==> src/rtl/alu_mc.sv <==
// alu_mc: registered ALU with an iterative multiply/divide unit.
// ALU ops complete in one cycle from IDLE; MULT/MULTU/DIV/DIVU run a
// WIDTH-step shift-add / restoring-subtract loop and return {hi, r}.
module alu_mc #(
  parameter int WIDTH = 32,
  parameter int SHW   = $clog2(WIDTH)
) (
  input  logic             clk,
  input  logic             rst_n,
  input  logic             in_valid,
  output logic             in_ready,
  input  logic [WIDTH-1:0] a,
  input  logic [WIDTH-1:0] b,
  input  logic [3:0]       aluc,
  input  logic             md_en,
  input  logic [1:0]       md_op,
  output logic             out_valid,
  output logic [WIDTH-1:0] r,
  output logic [WIDTH-1:0] hi,
  output logic             zero,
  output logic             carry,
  output logic             negative,
  output logic             overflow,
  output logic             div_by_zero
);

  localparam int CW = SHW + 1;

  typedef enum logic [1:0] {
    IDLE = 2'd0,
    RUN  = 2'd1,
    FIN  = 2'd2
  } stateType;

  stateType r_state;
  stateType w_nextState;

  // Handshake
  logic w_accept;

  // Mul/div engine registers
  logic [CW-1:0]    r_cnt;
  logic [WIDTH-1:0] r_accHi;
  logic [WIDTH-1:0] r_accLo;
  logic [WIDTH-1:0] r_opB;
  logic             r_isDiv;
  logic             r_negLo;
  logic             r_negHi;
  logic             r_ovfPend;
  logic             r_dbzPend;

  // Registered outputs
  logic [WIDTH-1:0] r_result;
  logic [WIDTH-1:0] r_hiOut;
  logic             r_zero;
  logic             r_carry;
  logic             r_negative;
  logic             r_overflow;
  logic             r_divByZero;
  logic             r_outValid;

  // ALU combinational results
  logic [WIDTH:0]   w_addFull;
  logic [WIDTH:0]   w_subFull;
  logic             w_ltu;
  logic             w_lts;
  logic             w_eq;
  logic [SHW-1:0]   w_shamt;
  logic [SHW-1:0]   w_srIdx;
  logic [SHW-1:0]   w_slIdx;
  logic [WIDTH-1:0] w_aluR;
  logic             w_aluZero;
  logic             w_aluCarry;
  logic             w_aluNeg;
  logic             w_aluOvf;

  // Mul/div combinational helpers
  logic             w_aNeg;
  logic             w_bNeg;
  logic [WIDTH-1:0] w_aMag;
  logic [WIDTH-1:0] w_bMag;
  logic             w_mdDbz;
  logic             w_mdOvf;
  logic [WIDTH:0]   w_mulSum;
  logic [WIDTH:0]   w_divShift;
  logic [WIDTH:0]   w_divDiff;
  logic [2*WIDTH-1:0] w_negProd;
  logic [WIDTH-1:0] w_negLo;
  logic [WIDTH-1:0] w_negHi;
  logic             w_mdZero;

  assign w_accept = in_valid & in_ready;

  assign w_addFull = {1'b0, a} + {1'b0, b};
  assign w_subFull = {1'b0, a} - {1'b0, b};
  assign w_ltu     = w_subFull[WIDTH];
  assign w_lts     = $signed(a) < $signed(b);
  assign w_eq      = (a == b);
  assign w_shamt   = a[SHW-1:0];
  assign w_srIdx   = w_shamt - SHW'(1);
  // (-shamt) mod WIDTH equals WIDTH-shamt for every non-zero shift amount
  assign w_slIdx   = -w_shamt;

  // Signed mul/div work on magnitudes; the most-negative value maps onto
  // itself, which is the correct unsigned magnitude.
  assign w_aNeg  = md_op[0] & a[WIDTH-1];
  assign w_bNeg  = md_op[0] & b[WIDTH-1];
  assign w_aMag  = w_aNeg ? -a : a;
  assign w_bMag  = w_bNeg ? -b : b;
  assign w_mdDbz = md_op[1] & (b == '0);
  assign w_mdOvf = (md_op == 2'b11) && (a == {1'b1, {(WIDTH-1){1'b0}}}) && (b == '1);

  assign w_mulSum   = {1'b0, r_accHi} + (r_accLo[0] ? {1'b0, r_opB} : '0);
  assign w_divShift = {r_accHi, r_accLo[WIDTH-1]};
  assign w_divDiff  = w_divShift - {1'b0, r_opB};
  assign w_negProd  = -{r_accHi, r_accLo};
  assign w_negLo    = -r_accLo;
  assign w_negHi    = -r_accHi;
  assign w_mdZero   = (r_accLo == '0) && (r_accHi == '0);

  // ALU result and next flag values; flags an op does not touch keep their value
  always_comb begin
    w_aluR     = '0;
    w_aluZero  = r_zero;
    w_aluCarry = r_carry;
    w_aluNeg   = r_negative;
    w_aluOvf   = r_overflow;
    casez (aluc)
      4'b0000: begin
        w_aluR     = w_addFull[WIDTH-1:0];
        w_aluCarry = w_addFull[WIDTH];
      end
      4'b0001: begin
        w_aluR     = w_subFull[WIDTH-1:0];
        w_aluCarry = w_ltu;
      end
      4'b0010: begin
        w_aluR   = w_addFull[WIDTH-1:0];
        w_aluOvf = (a[WIDTH-1] == b[WIDTH-1]) && (w_addFull[WIDTH-1] != a[WIDTH-1]);
      end
      4'b0011: begin
        w_aluR   = w_subFull[WIDTH-1:0];
        w_aluOvf = (a[WIDTH-1] != b[WIDTH-1]) && (w_subFull[WIDTH-1] != a[WIDTH-1]);
      end
      4'b0100: w_aluR = a & b;
      4'b0101: w_aluR = a | b;
      4'b0110: w_aluR = a ^ b;
      4'b0111: w_aluR = ~(a | b);
      4'b100?: w_aluR = {b[WIDTH/2-1:0], {(WIDTH/2){1'b0}}};
      4'b1010: begin
        w_aluR     = {{(WIDTH-1){1'b0}}, w_ltu};
        w_aluZero  = w_eq;
        w_aluCarry = w_ltu;
      end
      4'b1011: begin
        w_aluR    = {{(WIDTH-1){1'b0}}, w_lts};
        w_aluZero = w_eq;
        w_aluNeg  = w_lts;
      end
      4'b1100: begin
        w_aluR     = $signed(b) >>> w_shamt;
        w_aluCarry = (w_shamt == '0) ? 1'b0 : b[w_srIdx];
      end
      4'b1101: begin
        w_aluR     = b >> w_shamt;
        w_aluCarry = (w_shamt == '0) ? 1'b0 : b[w_srIdx];
      end
      4'b111?: begin
        w_aluR     = b << w_shamt;
        w_aluCarry = (w_shamt == '0) ? 1'b0 : b[w_slIdx];
      end
      default: w_aluR = '0;
    endcase
    if (aluc[3:1] != 3'b101) begin
      w_aluZero = (w_aluR == '0);
      w_aluNeg  = w_aluR[WIDTH-1];
    end
  end

  // State register
  always_ff @(posedge clk or negedge rst_n) begin
    if (!rst_n) begin
      r_state <= IDLE;
    end else begin
      r_state <= w_nextState;
    end
  end

  // Next-state: MD ops run WIDTH steps plus a sign-correction cycle, then FIN
  always_comb begin
    w_nextState = r_state;
    case (r_state)
      IDLE: begin
        if (w_accept && md_en) begin
          w_nextState = w_mdDbz ? FIN : RUN;
        end
      end
      RUN: begin
        if (r_cnt == CW'(WIDTH)) begin
          w_nextState = FIN;
        end
      end
      FIN:     w_nextState = IDLE;
      default: w_nextState = IDLE;
    endcase
  end

  // FSM outputs: ready only when idle and out of reset
  always_comb begin
    in_ready = rst_n && (r_state == IDLE);
  end

  // Mul/div engine: latch magnitudes at accept, iterate in RUN, correct signs at the end of RUN
  always_ff @(posedge clk or negedge rst_n) begin
    if (!rst_n) begin
      r_cnt     <= '0;
      r_accHi   <= '0;
      r_accLo   <= '0;
      r_opB     <= '0;
      r_isDiv   <= 1'b0;
      r_negLo   <= 1'b0;
      r_negHi   <= 1'b0;
      r_ovfPend <= 1'b0;
      r_dbzPend <= 1'b0;
    end else begin
      case (r_state)
        IDLE: begin
          if (w_accept && md_en) begin
            r_isDiv   <= md_op[1];
            r_cnt     <= '0;
            r_ovfPend <= w_mdOvf;
            r_dbzPend <= w_mdDbz;
            if (w_mdDbz) begin
              r_accLo <= '1;
              r_accHi <= a;
              r_negLo <= 1'b0;
              r_negHi <= 1'b0;
            end else begin
              r_accLo <= w_aMag;
              r_accHi <= '0;
              r_opB   <= w_bMag;
              r_negLo <= w_aNeg ^ w_bNeg;
              r_negHi <= md_op[1] ? w_aNeg : (w_aNeg ^ w_bNeg);
            end
          end
        end
        RUN: begin
          if (r_cnt != CW'(WIDTH)) begin
            r_cnt <= r_cnt + CW'(1);
            if (r_isDiv) begin
              if (!w_divDiff[WIDTH]) begin
                r_accHi <= w_divDiff[WIDTH-1:0];
                r_accLo <= {r_accLo[WIDTH-2:0], 1'b1};
              end else begin
                r_accHi <= w_divShift[WIDTH-1:0];
                r_accLo <= {r_accLo[WIDTH-2:0], 1'b0};
              end
            end else begin
              r_accHi <= w_mulSum[WIDTH:1];
              r_accLo <= {w_mulSum[0], r_accLo[WIDTH-1:1]};
            end
          end else if (r_isDiv) begin
            if (r_negLo) r_accLo <= w_negLo;
            if (r_negHi) r_accHi <= w_negHi;
          end else if (r_negLo) begin
            {r_accHi, r_accLo} <= w_negProd;
          end
        end
        default: begin
        end
      endcase
    end
  end

  // Output registers: ALU results at accept, MD results on the FIN edge
  always_ff @(posedge clk or negedge rst_n) begin
    if (!rst_n) begin
      r_result    <= '0;
      r_hiOut     <= '0;
      r_zero      <= 1'b0;
      r_carry     <= 1'b0;
      r_negative  <= 1'b0;
      r_overflow  <= 1'b0;
      r_divByZero <= 1'b0;
      r_outValid  <= 1'b0;
    end else begin
      r_outValid <= 1'b0;
      if (w_accept) begin
        r_divByZero <= 1'b0;
        if (!md_en) begin
          r_result   <= w_aluR;
          r_zero     <= w_aluZero;
          r_carry    <= w_aluCarry;
          r_negative <= w_aluNeg;
          r_overflow <= w_aluOvf;
          r_outValid <= 1'b1;
        end
      end else if (r_state == FIN) begin
        r_result    <= r_accLo;
        r_hiOut     <= r_accHi;
        r_zero      <= w_mdZero;
        r_negative  <= r_isDiv ? r_accLo[WIDTH-1] : r_accHi[WIDTH-1];
        r_overflow  <= r_ovfPend;
        r_divByZero <= r_dbzPend;
        r_outValid  <= 1'b1;
      end
    end
  end

  assign out_valid   = r_outValid;
  assign r           = r_result;
  assign hi          = r_hiOut;
  assign zero        = r_zero;
  assign carry       = r_carry;
  assign negative    = r_negative;
  assign overflow    = r_overflow;
  assign div_by_zero = r_divByZero;

endmodule

==> config.mk <==
export PLATFORM = sky130hd
export DESIGN_NAME = alu_mc
export DESIGN_NICKNAME = d
export VERILOG_FILES = /design/src/rtl/alu_mc.sv
export SDC_FILE = /design/constraint.sdc
export NUM_CORES = 1
export LEC_CHECK = 0
export ABC_AREA = 1
export BUFFER_PORTS_ARGS = -buffer_cell sky130_fd_sc_hd__clkbuf_2
export CORE_ASPECT_RATIO = 1.5
export CORE_UTILIZATION = 32
export CTS_CLUSTER_DIAMETER = 50
export DETAILED_ROUTE_END_ITERATION = 12
export PLACE_DENSITY = 0.55
export SYNTH_ARGS = -nofsm -noshare
export SYNTH_HDL_FRONTEND = slang
export SYNTH_SLANG_ARGS = --single-unit
==> constraint.sdc <==
create_clock -name clk -period 3.2 [get_ports clk]
set_input_delay 0.16 -clock clk [delete_from_list [all_inputs] [get_ports clk]]
set_output_delay 0.16 -clock clk [all_outputs]
set_load 0.01 [all_outputs]
==> qor.yml <==
clocking:
  cts_root_buf: "clkbuf_16"
  clock_latency_ns: 0.51
  cts_sinks: 179
  htree_levels: 4
  clkTransAtPathRegs_ns: 0.09
  cts_buffer_depth: 2
  numCtsBuffers: 17
  tritoncts: "yes"
timing:
  finalSetupTns_ns: 0
  timing_hold_violations_final: 0
  period_needed_ns: 3.19
  final.period_utilization: 0.998
  grt_setup_unrepaired: "yes"
  setup-violations-final: 0
  fmax_ghz: 0.313
  slew_violations: 0
  fin_hold_ws_ns: 0.151
  worst_slack_ns: 0.00773
  tightest_slew_ns: 0.975
  maxSlewHeadroom: 0.344
  fin_skew_ns: 0.0232
route:
  wl_per_cell_um: 29.1
  ant_nets: 0
  drt_iter0_drc: 3951
  via_per_inst: 5.71
  drcViolationCount: 0
  drt-total-wl_mm: 196
  drtPass1Iterations: 7
  vias: 38400
setup_path:
  cp_data_required_time_ns: 3.63
  cp-end-kind: "flop"
  worstSetupStartpointType: "flop"
  worstSetupPathType: "flop to flop"
  cp_max_fo: 3
  r2r_slack_ns: 0.008
  cp.arrival_ns: 3.62
logic_synthesis:
  syn-num-nets: 5065
  synth_edf_count: 0
  synth-seq-area-share: 0.165
  synth_fa_ha_area_frac: 0.0805
  synth-compound-area-share: 0.185
  ys_ff_latch: 179
  synth_warnings: 0
  synthDistinctLibCells: 64
  synth_xor_area_frac: 0.0391
  syn-instance-count: 4819
  synthSimpleGateAreaFrac: 0.414
  synth.avg_cell_area_um2: 5.62
  synthArstFlopShare: 1.00
  ys.flop_type: "dfrtp_1"
  synth_mux_area_frac: 0
  synth_top_family_by_area: "simple AND/OR/NAND/NOR gates"
  netlist_area_mm2: 0.0271
finish:
  final.fill_count: 9549
  fin_nets: 5818
  layout-drive-gt1-share: 0.205
  syn_to_final_growth_pct: 33.0
power_and_ir_drop:
  ir_drop_v: 0.000588
  p_leak_uw: 0.0188
  power_density_mw_per_mm2: 948
placed_design:
  portBuffers: 144
  dp_slack_ns: -0.481
  detailed_place_hpwl_mm: 160
  gp_congestion: 1.17
grt:
  grt_pass1_wl_mm: 270
  grt.overflow.total: 0
  antenna_found_initial: 17
  track_usage: 0.452
  grt_max_degree: 70
  grt_pass1_vias: 37300
die:
  boundaryPins: 145
  start_util: 0.324
  core_area_mm2: 0.0838
  die_width_um: 240
  rows: 130
  dieArea_mm2: 0.0859
  die_y_um: 358
outcome:
  status: "finished, final reports clean"
min_path:
  min_path_type: "input port to flop"
run:
  maxCapViolations: 0
where the power goes:
part	switching, uW	leakage (uW)	internal [uW]
clock network	1170	0.000310	1200
registers	1430	0.00219	3370
logic	17100	0.0163	9860
total	19700	0.0188	14400
state kept, by name, summed over array words and instances (netlist names), 2 cells and up:
signal	count
r_opB	32
r_state	2
r	32
r_cnt	6
hi	32
r_accHi	32
r_accLo	32
timing repair:
| action | in CTS | in global routing |
|---|---|---|
| gates resized for setup | 19 | 125 |
| setup buffers | 0 | 17 |
| hold buffers | 2 | 0 |
| hold endpoints to repair | 24 | 0 |
| endpoints found under the setup margin | 20 | 34 |
| pin swaps | 4 | 27 |
| gates cloned | 1 | 1 |
routing by layer:
metal,global-route usage,part of all wire,up-vias,routed length [um]
met5,0.00112,0.00088,-,172
met4,0.535,0.14,18,27900
met3,0.0980,0.071,961,13900
met2,0.746,0.46,2174,90100
met1,0.436,0.32,17900,63500
li1,-,-,17300,-
worst paths after layout:
kind                       startpoint  cells after the start     endpoint
min in group asynchronous       rst_n                      3  r_accHi[23]
max in group asynchronous       rst_n                      5      r_isDiv
hold / removal                aluc[1]                      4     overflow
setup reg to reg             r_opB[0]                     18  r_accHi[26]
setup / recovery             r_opB[0]                     18  r_accHi[26]
hold reg to reg                hi[19]                      2       hi[19]
stage by stage:
step / std cells / area [um^2] / utilization / power, uW
global route: 6707 / 36000 / 0.430 / 35800
CTS: 6689 / 35300 / 0.422 / 31700
detailed placement: 6654 / 34600 / 0.413 / 28900
global placement: 6654 / 34600 / 0.413 / 28900
floorplan: 4819 / 27100 / - / 16300
finish: 6717 / 36000 / 0.430 / 34100
synthesized netlist by cell type (4+ instances only):
| cell type | n | area (um^2) |
|---|---|---|
| nand3b_1 | 7 | 52.6 |
| o21bai_1 | 13 | 97.6 |
| buf_2 | 69 | 345 |
| clkbuf_1 | 126 | 473 |
| or2_2 | 5 | 31.3 |
| nand2_2 | 5 | 31.3 |
| o21a_1 | 4 | 30.0 |
| nor3_1 | 64 | 320 |
| and2_1 | 10 | 62.6 |
| ha_1 | 168 | 2100 |
| nor2_2 | 4 | 25.0 |
| o2111ai_1 | 6 | 52.6 |
| fa_1 | 4 | 80.1 |
| nand3_2 | 4 | 40.0 |
| clkinv_1 | 6 | 22.5 |
| xor2_1 | 105 | 920 |
| a21oi_1 | 349 | 1750 |
| a21boi_0 | 8 | 60.1 |
| o21ai_0 | 299 | 1500 |
| a31oi_1 | 26 | 163 |
| o22ai_1 | 17 | 106 |
| a211oi_1 | 6 | 45.0 |
| xnor2_1 | 14 | 123 |
| nand3_1 | 504 | 2520 |
| a32oi_1 | 9 | 78.8 |
| nor3_2 | 6 | 60.1 |
| nor2_1 | 484 | 1820 |
| nand4_1 | 70 | 438 |
| o221ai_1 | 23 | 201 |
| a221oi_1 | 4 | 35.0 |
| and3_1 | 4 | 25.0 |
| a21o_1 | 10 | 75.1 |
| dfrtp_1 | 179 | 4480 |
| nor2_4 | 5 | 56.3 |
| o31ai_1 | 9 | 67.6 |
| nor4_1 | 28 | 175 |
| o211ai_1 | 58 | 435 |
| inv_1 | 575 | 2160 |
| buf_1 | 14 | 52.6 |
| a22oi_1 | 9 | 67.6 |
| inv_2 | 20 | 75.1 |
| o21ai_1 | 31 | 155 |
| nand2_1 | 1427 | 5360 |
cell families after synthesis:
kind of cell | after synthesis
AND/OR/NAND/NOR | 2643
AO/OA/AOI/OAI | 892
buffers and inverters | 813
flip-flops | 179
adder cells (fa/ha/maj) | 172
XOR/XNOR | 120
critical path: stages (launching register included):
cell,delay [ns]
dfrtp_1,0.41
ha_2,0.21
fa_2,0.39
o21ai_2,0.21
buf_6,0.16
a21boi_4,0.06
o21ai_2,0.15
buf_6,0.13
nand3_2,0.05
o211ai_1,0.21
xor2_4,0.43
nand2_1,0.14
nand2_1,0.09
nand2_1,0.05
nand2_1,0.08
nand2_1,0.05
nand2_1,0.06
nand2_1,0.07
a21oi_2,0.16
cells in the final DEF, fill, tap and decap left out, drive strengths merged, types with 7 or more instances in the layout:
master	instances
nand2	1434
buf	799
inv	601
nand3	510
nor2	494
a21oi	351
o21ai	330
dfrtp	179
ha	168
clkbuf	162
xor2	105
nand4	73
nor3	72
o211ai	58
nor4	29
a31oi	26
o221ai	23
o22ai	17
xnor2	15
o21bai	13
clkinv	12
diode	10
a21o	10
and2	10
a22oi	9
o31ai	9
a32oi	9
a21boi	8
nand3b	7
layout make-up:
type	count	area (um^2)	area share
sequential	179	4490	0.125
clock buffer	17	425	0.0118
clock inverter	15	211	0.00587
multi-input combinational	3827	20000	0.556
inverter	601	2260	0.0627
antenna	10	25.0	0.000695
timing repair buffer	946	7170	0.199
tap	1122	1400	0.0390
(Power assumes the default switching activity.)
